==> src/rtl/dcache_miss_controller_if.sv <==
// Array-side and memory-side signal bundle for the dcache miss controller.
// master: the controller; slave: hit/array logic plus the memory port.
interface dcache_miss_controller_if #(
  parameter int WAYS   = 2,
  parameter int DTAG_W = 26,
  parameter int DIDX_W = 3,
  parameter int DBLK_W = 1
);
  logic                   miss;
  logic [31:0]            miss_addr;
  logic [WAYS-1:0]        way_v;
  logic [WAYS-1:0]        way_dirty;
  logic [WAYS*DTAG_W-1:0] way_tag;
  logic                   mru;
  logic [31:0]            victim_word;
  logic [DIDX_W-1:0]      arr_idx;
  logic                   arr_way;
  logic [DBLK_W-1:0]      arr_word;
  logic                   fill_we;
  logic [31:0]            fill_data;
  logic                   fill_commit;
  logic                   clean_we;
  logic                   mem_ren;
  logic                   mem_wen;
  logic [31:0]            mem_addr;
  logic [31:0]            mem_store;
  logic [31:0]            mem_load;
  logic [1:0]             ramstate;
  logic                   miss_done;
  logic                   busy;
  logic                   flush;
  logic                   flushed;

  modport master (
    input  miss, miss_addr, way_v, way_dirty, way_tag, mru,
    input  victim_word, mem_load, ramstate, flush,
    output arr_idx, arr_way, arr_word, fill_we, fill_data,
    output fill_commit, clean_we, mem_ren, mem_wen,
    output mem_addr, mem_store, miss_done, busy, flushed
  );

  modport slave (
    output miss, miss_addr, way_v, way_dirty, way_tag, mru,
    output victim_word, mem_load, ramstate, flush,
    input  arr_idx, arr_way, arr_word, fill_we, fill_data,
    input  fill_commit, clean_we, mem_ren, mem_wen,
    input  mem_addr, mem_store, miss_done, busy, flushed
  );
endinterface

==> src/rtl/dcache_miss_controller.sv <==
// Miss sequencer for the 2-way write-back dcache: victim write-back, fill, commit.
// Optional whole-cache flush is compiled in with DCACHE_FLUSH_EN.
module dcache_miss_controller #(
  parameter int WAYS   = 2,
  parameter int WORDS  = 2,
  parameter int DTAG_W = 26,
  parameter int DIDX_W = 3,
  parameter int DBLK_W = 1
) (
  input logic CLK,
  input logic RST,
  dcache_miss_controller_if.master bus
);

  // ramstate_t encoding: FREE=0, BUSY=1, ACCESS=2, ERROR=3
  localparam logic [1:0] RS_ACCESS = 2'd2;
  localparam logic [DBLK_W-1:0] LAST = DBLK_W'(WORDS-1);

  typedef enum logic [2:0] {
    S_IDLE, S_WB, S_FILL, S_COMMIT, S_DONE
`ifdef DCACHE_FLUSH_EN
    , S_FSCAN, S_FWB, S_FLUSHED
`endif
  } state_e;

  state_e              state_q;
  logic [DBLK_W-1:0]   cnt_q;
  logic [DIDX_W-1:0]   idx_q;
  logic [DTAG_W-1:0]   mtag_q;
  logic [DTAG_W-1:0]   vtag_q;
  logic                vway_q;
`ifdef DCACHE_FLUSH_EN
  logic [DIDX_W:0]     fptr_q;
  logic                fhit;
`endif

  logic                vic;
  logic                vdirty;
  logic [DTAG_W-1:0]   vtag;
  logic                acc;
  logic                last;
  logic [DIDX_W-1:0]   a_idx;
  logic [DTAG_W-1:0]   a_tag;

  assign acc   = bus.ramstate == RS_ACCESS;
  assign last  = cnt_q == LAST;
  assign a_idx = bus.miss_addr[2+DBLK_W +: DIDX_W];
  assign a_tag = bus.miss_addr[31 -: DTAG_W];

  always_comb begin
    if (!bus.way_v[0])      vic = 1'b0;
    else if (!bus.way_v[1]) vic = 1'b1;
    else                    vic = ~bus.mru;
    vdirty = bus.way_v[vic] & bus.way_dirty[vic];
    vtag   = bus.way_tag[int'(vic)*DTAG_W +: DTAG_W];
  end

`ifdef DCACHE_FLUSH_EN
  assign fhit = bus.way_v[fptr_q[0]] & bus.way_dirty[fptr_q[0]];
`endif

  always_ff @(posedge CLK) begin
    if (RST) begin
      state_q <= S_IDLE;
      cnt_q   <= '0;
      idx_q   <= '0;
      mtag_q  <= '0;
      vtag_q  <= '0;
      vway_q  <= 1'b0;
`ifdef DCACHE_FLUSH_EN
      fptr_q  <= '0;
`endif
    end else begin
      unique case (state_q)
        S_IDLE: begin
          if (bus.miss) begin
            mtag_q  <= a_tag;
            idx_q   <= a_idx;
            vway_q  <= vic;
            vtag_q  <= vtag;
            cnt_q   <= '0;
            state_q <= vdirty ? S_WB : S_FILL;
          end
`ifdef DCACHE_FLUSH_EN
          else if (bus.flush) begin
            fptr_q  <= '0;
            state_q <= S_FSCAN;
          end
`endif
        end
        S_WB: if (acc) begin
          if (last) begin
            cnt_q   <= '0;
            state_q <= S_FILL;
          end else cnt_q <= cnt_q + 1'b1;
        end
        S_FILL: if (acc) begin
          if (last) begin
            cnt_q   <= '0;
            state_q <= S_COMMIT;
          end else cnt_q <= cnt_q + 1'b1;
        end
        S_COMMIT: state_q <= S_DONE;
        S_DONE:   state_q <= S_IDLE;
`ifdef DCACHE_FLUSH_EN
        S_FSCAN: begin
          if (fhit) begin
            idx_q   <= fptr_q[DIDX_W:1];
            vway_q  <= fptr_q[0];
            vtag_q  <= bus.way_tag[int'(fptr_q[0])*DTAG_W +: DTAG_W];
            cnt_q   <= '0;
            state_q <= S_FWB;
          end else if (&fptr_q) state_q <= S_FLUSHED;
          else fptr_q <= fptr_q + 1'b1;
        end
        S_FWB: if (acc) begin
          if (last) begin
            cnt_q <= '0;
            if (&fptr_q) state_q <= S_FLUSHED;
            else begin
              fptr_q  <= fptr_q + 1'b1;
              state_q <= S_FSCAN;
            end
          end else cnt_q <= cnt_q + 1'b1;
        end
        S_FLUSHED: state_q <= S_FLUSHED;
`endif
        default: state_q <= S_IDLE;
      endcase
    end
  end

  always_comb begin
    bus.arr_idx     = '0;
    bus.arr_way     = 1'b0;
    bus.arr_word    = '0;
    bus.fill_we     = 1'b0;
    bus.fill_data   = '0;
    bus.fill_commit = 1'b0;
    bus.clean_we    = 1'b0;
    bus.mem_ren     = 1'b0;
    bus.mem_wen     = 1'b0;
    bus.mem_addr    = '0;
    bus.mem_store   = '0;
    bus.miss_done   = 1'b0;
    bus.flushed     = 1'b0;
    bus.busy        = state_q != S_IDLE;
    unique case (state_q)
      S_IDLE: bus.arr_idx = a_idx;
`ifdef DCACHE_FLUSH_EN
      S_WB, S_FWB: begin
        bus.clean_we = (state_q == S_FWB) & acc & last;
`else
      S_WB: begin
`endif
        bus.mem_wen   = 1'b1;
        bus.mem_addr  = {vtag_q, idx_q, cnt_q, 2'b00};
        bus.mem_store = bus.victim_word;
        bus.arr_idx   = idx_q;
        bus.arr_way   = vway_q;
        bus.arr_word  = cnt_q;
      end
      S_FILL: begin
        bus.mem_ren   = 1'b1;
        bus.mem_addr  = {mtag_q, idx_q, cnt_q, 2'b00};
        bus.arr_idx   = idx_q;
        bus.arr_way   = vway_q;
        bus.arr_word  = cnt_q;
        bus.fill_we   = acc;
        bus.fill_data = acc ? bus.mem_load : '0;
      end
      S_COMMIT: begin
        bus.fill_commit = 1'b1;
        bus.arr_idx     = idx_q;
        bus.arr_way     = vway_q;
      end
      S_DONE: begin
        bus.miss_done = 1'b1;
        bus.arr_idx   = idx_q;
        bus.arr_way   = vway_q;
      end
`ifdef DCACHE_FLUSH_EN
      S_FSCAN: begin
        bus.arr_idx = fptr_q[DIDX_W:1];
        bus.arr_way = fptr_q[0];
      end
      S_FLUSHED: bus.flushed = 1'b1;
`endif
      default: ;
    endcase
  end

endmodule

==> src/flat_wrapper.sv <==
// flat-port wrapper written by rule: the top's interface ports become plain ports
module dcache_miss_controller_flat 
#(
  parameter int WAYS   = 2,
  parameter int WORDS  = 2,
  parameter int DTAG_W = 26,
  parameter int DIDX_W = 3,
  parameter int DBLK_W = 1
)
  (CLK, RST, bus_miss, bus_miss_addr, bus_way_v, bus_way_dirty, bus_way_tag, bus_mru, bus_victim_word, bus_mem_load, bus_ramstate, bus_flush, bus_arr_idx, bus_arr_way, bus_arr_word, bus_fill_we, bus_fill_data, bus_fill_commit, bus_clean_we, bus_mem_ren, bus_mem_wen, bus_mem_addr, bus_mem_store, bus_miss_done, bus_busy, bus_flushed);
  dcache_miss_controller_if #(.WAYS(WAYS), .DTAG_W(DTAG_W), .DIDX_W(DIDX_W), .DBLK_W(DBLK_W)) bus_i ();
  input logic CLK;
  input logic RST;
  input wire logic [$bits(bus_i.miss)-1:0] bus_miss;
  input wire logic [$bits(bus_i.miss_addr)-1:0] bus_miss_addr;
  input wire logic [$bits(bus_i.way_v)-1:0] bus_way_v;
  input wire logic [$bits(bus_i.way_dirty)-1:0] bus_way_dirty;
  input wire logic [$bits(bus_i.way_tag)-1:0] bus_way_tag;
  input wire logic [$bits(bus_i.mru)-1:0] bus_mru;
  input wire logic [$bits(bus_i.victim_word)-1:0] bus_victim_word;
  input wire logic [$bits(bus_i.mem_load)-1:0] bus_mem_load;
  input wire logic [$bits(bus_i.ramstate)-1:0] bus_ramstate;
  input wire logic [$bits(bus_i.flush)-1:0] bus_flush;
  output wire logic [$bits(bus_i.arr_idx)-1:0] bus_arr_idx;
  output wire logic [$bits(bus_i.arr_way)-1:0] bus_arr_way;
  output wire logic [$bits(bus_i.arr_word)-1:0] bus_arr_word;
  output wire logic [$bits(bus_i.fill_we)-1:0] bus_fill_we;
  output wire logic [$bits(bus_i.fill_data)-1:0] bus_fill_data;
  output wire logic [$bits(bus_i.fill_commit)-1:0] bus_fill_commit;
  output wire logic [$bits(bus_i.clean_we)-1:0] bus_clean_we;
  output wire logic [$bits(bus_i.mem_ren)-1:0] bus_mem_ren;
  output wire logic [$bits(bus_i.mem_wen)-1:0] bus_mem_wen;
  output wire logic [$bits(bus_i.mem_addr)-1:0] bus_mem_addr;
  output wire logic [$bits(bus_i.mem_store)-1:0] bus_mem_store;
  output wire logic [$bits(bus_i.miss_done)-1:0] bus_miss_done;
  output wire logic [$bits(bus_i.busy)-1:0] bus_busy;
  output wire logic [$bits(bus_i.flushed)-1:0] bus_flushed;
  assign bus_i.miss = bus_miss;
  assign bus_i.miss_addr = bus_miss_addr;
  assign bus_i.way_v = bus_way_v;
  assign bus_i.way_dirty = bus_way_dirty;
  assign bus_i.way_tag = bus_way_tag;
  assign bus_i.mru = bus_mru;
  assign bus_i.victim_word = bus_victim_word;
  assign bus_i.mem_load = bus_mem_load;
  assign bus_i.ramstate = bus_ramstate;
  assign bus_i.flush = bus_flush;
  assign bus_arr_idx = bus_i.arr_idx;
  assign bus_arr_way = bus_i.arr_way;
  assign bus_arr_word = bus_i.arr_word;
  assign bus_fill_we = bus_i.fill_we;
  assign bus_fill_data = bus_i.fill_data;
  assign bus_fill_commit = bus_i.fill_commit;
  assign bus_clean_we = bus_i.clean_we;
  assign bus_mem_ren = bus_i.mem_ren;
  assign bus_mem_wen = bus_i.mem_wen;
  assign bus_mem_addr = bus_i.mem_addr;
  assign bus_mem_store = bus_i.mem_store;
  assign bus_miss_done = bus_i.miss_done;
  assign bus_busy = bus_i.busy;
  assign bus_flushed = bus_i.flushed;
  dcache_miss_controller #(.WAYS(WAYS), .WORDS(WORDS), .DTAG_W(DTAG_W), .DIDX_W(DIDX_W), .DBLK_W(DBLK_W)) u_core (.CLK(CLK), .RST(RST), .bus(bus_i));
endmodule
==> config.mk <==
export PLATFORM = sky130hd
export DESIGN_NAME = dcache_miss_controller_flat
export DESIGN_NICKNAME = d
export VERILOG_FILES = /design/src/rtl/dcache_miss_controller_if.sv /design/src/rtl/dcache_miss_controller.sv /design/src/flat_wrapper.sv
export SDC_FILE = /design/constraint.sdc
export NUM_CORES = 1
export LEC_CHECK = 0
export CAP_MARGIN = 10
export CORE_AREA = 2 2 103 105
export CTS_BUF_LIST = sky130_fd_sc_hd__clkbuf_8
export CTS_CLUSTER_SIZE = 14
export DETAILED_ROUTE_END_ITERATION = 6
export DIE_AREA = 0 0 105 107
export PLACE_DENSITY = 0.92
export SLEW_MARGIN = 25
export SYNTH_ARGS = -nofsm -noshare
export SYNTH_HDL_FRONTEND = slang
export SYNTH_SLANG_ARGS = --single-unit
==> constraint.sdc <==
create_clock -name CLK -period 4.1 [get_ports CLK]
set_clock_uncertainty 0.05 [all_clocks]
set_input_delay 1.025 -clock CLK [delete_from_list [all_inputs] [get_ports CLK]]
set_output_delay 1.025 -clock CLK [all_outputs]
set_load 0.05 [all_outputs]
==> metrics.txt <==
Area contributors post-synth dfxtp_1, and2_1, a211oi_2, mux2i_1, a22o_1; GPL Wtd Cong 0.8024; Clk pwr share 21.7%; Pwr Total 0.002697 W; Pleak roughly 2.6 nW; largest net degree at the start of global routing between 80 and 90; clock root cell clkbuf_8; core area 10090 µm²; effective utilization at floorplan roughly a third; vias 3887; clk buf depth 2; Tmin final around 3.9 ns; share of layout cells above drive strength 1 about a fifth; GRT Max-Usage Layer met2; post-synthesis sequential area ratio between 30% and 40%; Resized Gates After CTS 0; M3 GR Usage under 10%; critical-path cell list inv_2, nor3_2, buf_4, a22o_1, clkdlybuf4s50_1; measured slew at the worst slew-check pin between 0.9 and 1 ns; Slew HR a little over a third; register bit count reported by yosys 60; synth warn 0; critical path class reg -> out; DRC errors left 0; main combinational cell family by area after synthesis simple AND/OR/NAND/NOR gates; first-pass GRT wire length ~20 mm; delay-heaviest family, CP buffers and inverters; RSZ-0062 raised after global routing no; Clock Latency Late Sink ~0.33 ns; Power Internal 0.001588 W; Crit path buffers/inverters 3; max-cap viol count 0; fin crit share between 90% and 100%; Post-CTS Hold Buffers 0; Non-Filler Instances ~800; Post-CTS Setup Bufs 0; Final Routed Wirelength 12.76 mm; Die ar. 11240 µm²; Post-synth EDFFs 0; Comb pwr share between 40% and 50%; Compound-Gate Fraction of Synth Area 22.41%; GRT Util Overall a little over a fifth; Simple-Gate Fraction of Synth Area between 20% and 30%; initial antenna violation count 0; 1st-iter DRT viols 171; Num CTS Buffers 9; clock sink total 60; CP max stage delay just over 0.8 ns; antenna cells 0; Arrival @ worst endpoint 2.80 ns; Startpoint Class flip-flop; Synth Instances roughly 420; Worst Path Required roughly 3 ns; switching portion of total power 41.12%; met2 Track Usage GR 42.25%; Worst Path Max Fanout 29; net switching power roughly 0.0011 W; post-synthesis cell type count 36; Initial DRT Pass Iterations 7; Via density about 4.9; CTS tree built; Area Growth Syn to Fin 86.01%; IO Pins about 270; critical path's slowest cell clkdlybuf4s50_1; Synth Area in XOR/XNOR less than 1%; num rows 37; setup TNS 0 ns; final hold violation count 0; Async SR Flop Fraction 0%; sequential power share between 20 and 30%; peak supply drop 258.8 µV; PwrDens approximately 410 nW/µm²; Avg Cell Area, Syn between 8 and 9 µm²; vias in the first global route between 3k and 4k; capturing element type of the critical path output pin; Adder-Cell Fraction of Synth Area 0.2841%; ys flop type dfxtp_1; Worst-path clk slew roughly 0.07 ns; worst hold slack ~0.4 ns; max-slew violations 0; post-synthesis mux area share ~8.5%; final setup fails 0; status finished, final reports clean; placed insts 780; post-synth top area share roughly a third; GR Util met1 between 20% and 30%; Antenna Nets Post-Route 0; Layout Nets 814; Die Height between 100 and 150 µm; I/O Buffers 259; fmax 257.9 MHz; worst hold path type reg -> reg; CTS HTree Levels 3; grt ovf 0; post-synth top area cell dfxtp_1; synthesized area roughly 3500 µm²; post-DR wirelength/cell 16.03 µm; Die Width around 110 µm; dpl hpwl around 10 mm
-- layout by cell type, fill, tap and decap left out, drive strengths merged, types with 5 or more instances in the layout --
cell / count
clkdlybuf4s50: 180
buf: 87
and2: 70
nand2: 62
dfxtp: 60
a21oi: 34
nor2: 31
mux2i: 30
a22o: 27
a211oi: 27
clkbuf: 10
inv: 5
-- sequential cells by signal, summed over array words and instances (netlist names) --
register	count
u_core.state_q	3
u_core.cnt_q	1
u_core.vway_q	1
u_core.vtag_q	26
u_core.mtag_q	26
u_core.idx_q	3
-- synth_stat cells (2+ instances only) --
library cell	instances
nand2b_1	2
inv_1	2
buf_6	5
dfxtp_1	60
clkbuf_1	14
mux2i_1	30
nor2_1	30
buf_2	9
a211oi_1	3
nor3_1	3
a22o_1	27
and2_1	70
nand3_1	2
nor3b_1	2
buf_4	14
o21ai_0	4
nand3b_1	2
a211oi_2	24
xnor2_1	2
a21oi_1	34
nand2_1	62
-- metrics by stage --
step	cell area, µm²	setup WS, ns	util, %
CTS	6554	0.1854	64.94
global route	6554	0.1051	64.94
detailed placement	6336	0.4083	62.78
global placement	6336	0.4234	62.78
floorplan	3535	0.7370	-
finish	6554	0.2218	64.94
-- per-layer routing --
layer,up-vias,wire length (µm)
met3,18,774
met1,1814,4924
met4,0,188
li1,1892,-
met5,-,0
met2,163,6870
-- cell families (layout without fill, tap and decap cells) --
group | after synthesis | in the layout
compound gates | 97 | 97
xor+xnor | 2 | 2
fa+ha+maj | 1 | 1
buf+inv | 45 | 286
flops | 60 | 60
mux | 30 | 30
other cells | 1 | 4
simple gates | 180 | 180
-- layout make-up --
class / count / area [µm²]
Fill cell: 819 / 3538
Clock inverter: 6 / 80.08
Tap cell: 136 / 170.2
Sequential cell: 60 / 1201
Clock buffer: 10 / 137.6
Timing Repair Buffer: 267 / 2865
Multi-Input combinational cell: 314 / 2088
Inverter: 3 / 11.26
-- final timing paths --
kind / start / endpoint / slack (ns) / cells past startpoint
worst max-delay path: u_core.state_q[1] / bus_mem_addr[27] / 0.22 / 5
worst max register to register: u_core.state_q[2] / u_core.vtag_q[10] / 1.79 / 4
worst min-delay path: u_core.vway_q / u_core.vway_q / 0.40 / 2
worst min register to register: u_core.vway_q / u_core.vway_q / 0.40 / 2
-- worst register-to-register path, delay by kind of cell (launching register included) --
family             cells  cell delay, ns
AOI/OAI and AO/OA      1            0.25
DFF                    1            0.57
and+or+nand+nor        3            1.35
-- power groups by stage --
| stage | clock network, W | logic, W | registers [W] |
|---|---|---|---|
| final | 0.000584 | 0.00134 | 0.000775 |
| after global placement | 0 | 0.00131 | 0.000779 |
| after floorplan | 0 | 0.000915 | 0.000750 |
| after global routing | 0.000624 | 0.00142 | 0.000788 |
| after detailed placement | 0 | 0.00134 | 0.000787 |
| after CTS | 0.000595 | 0.00135 | 0.000774 |
(Power assumes the default switching activity.)
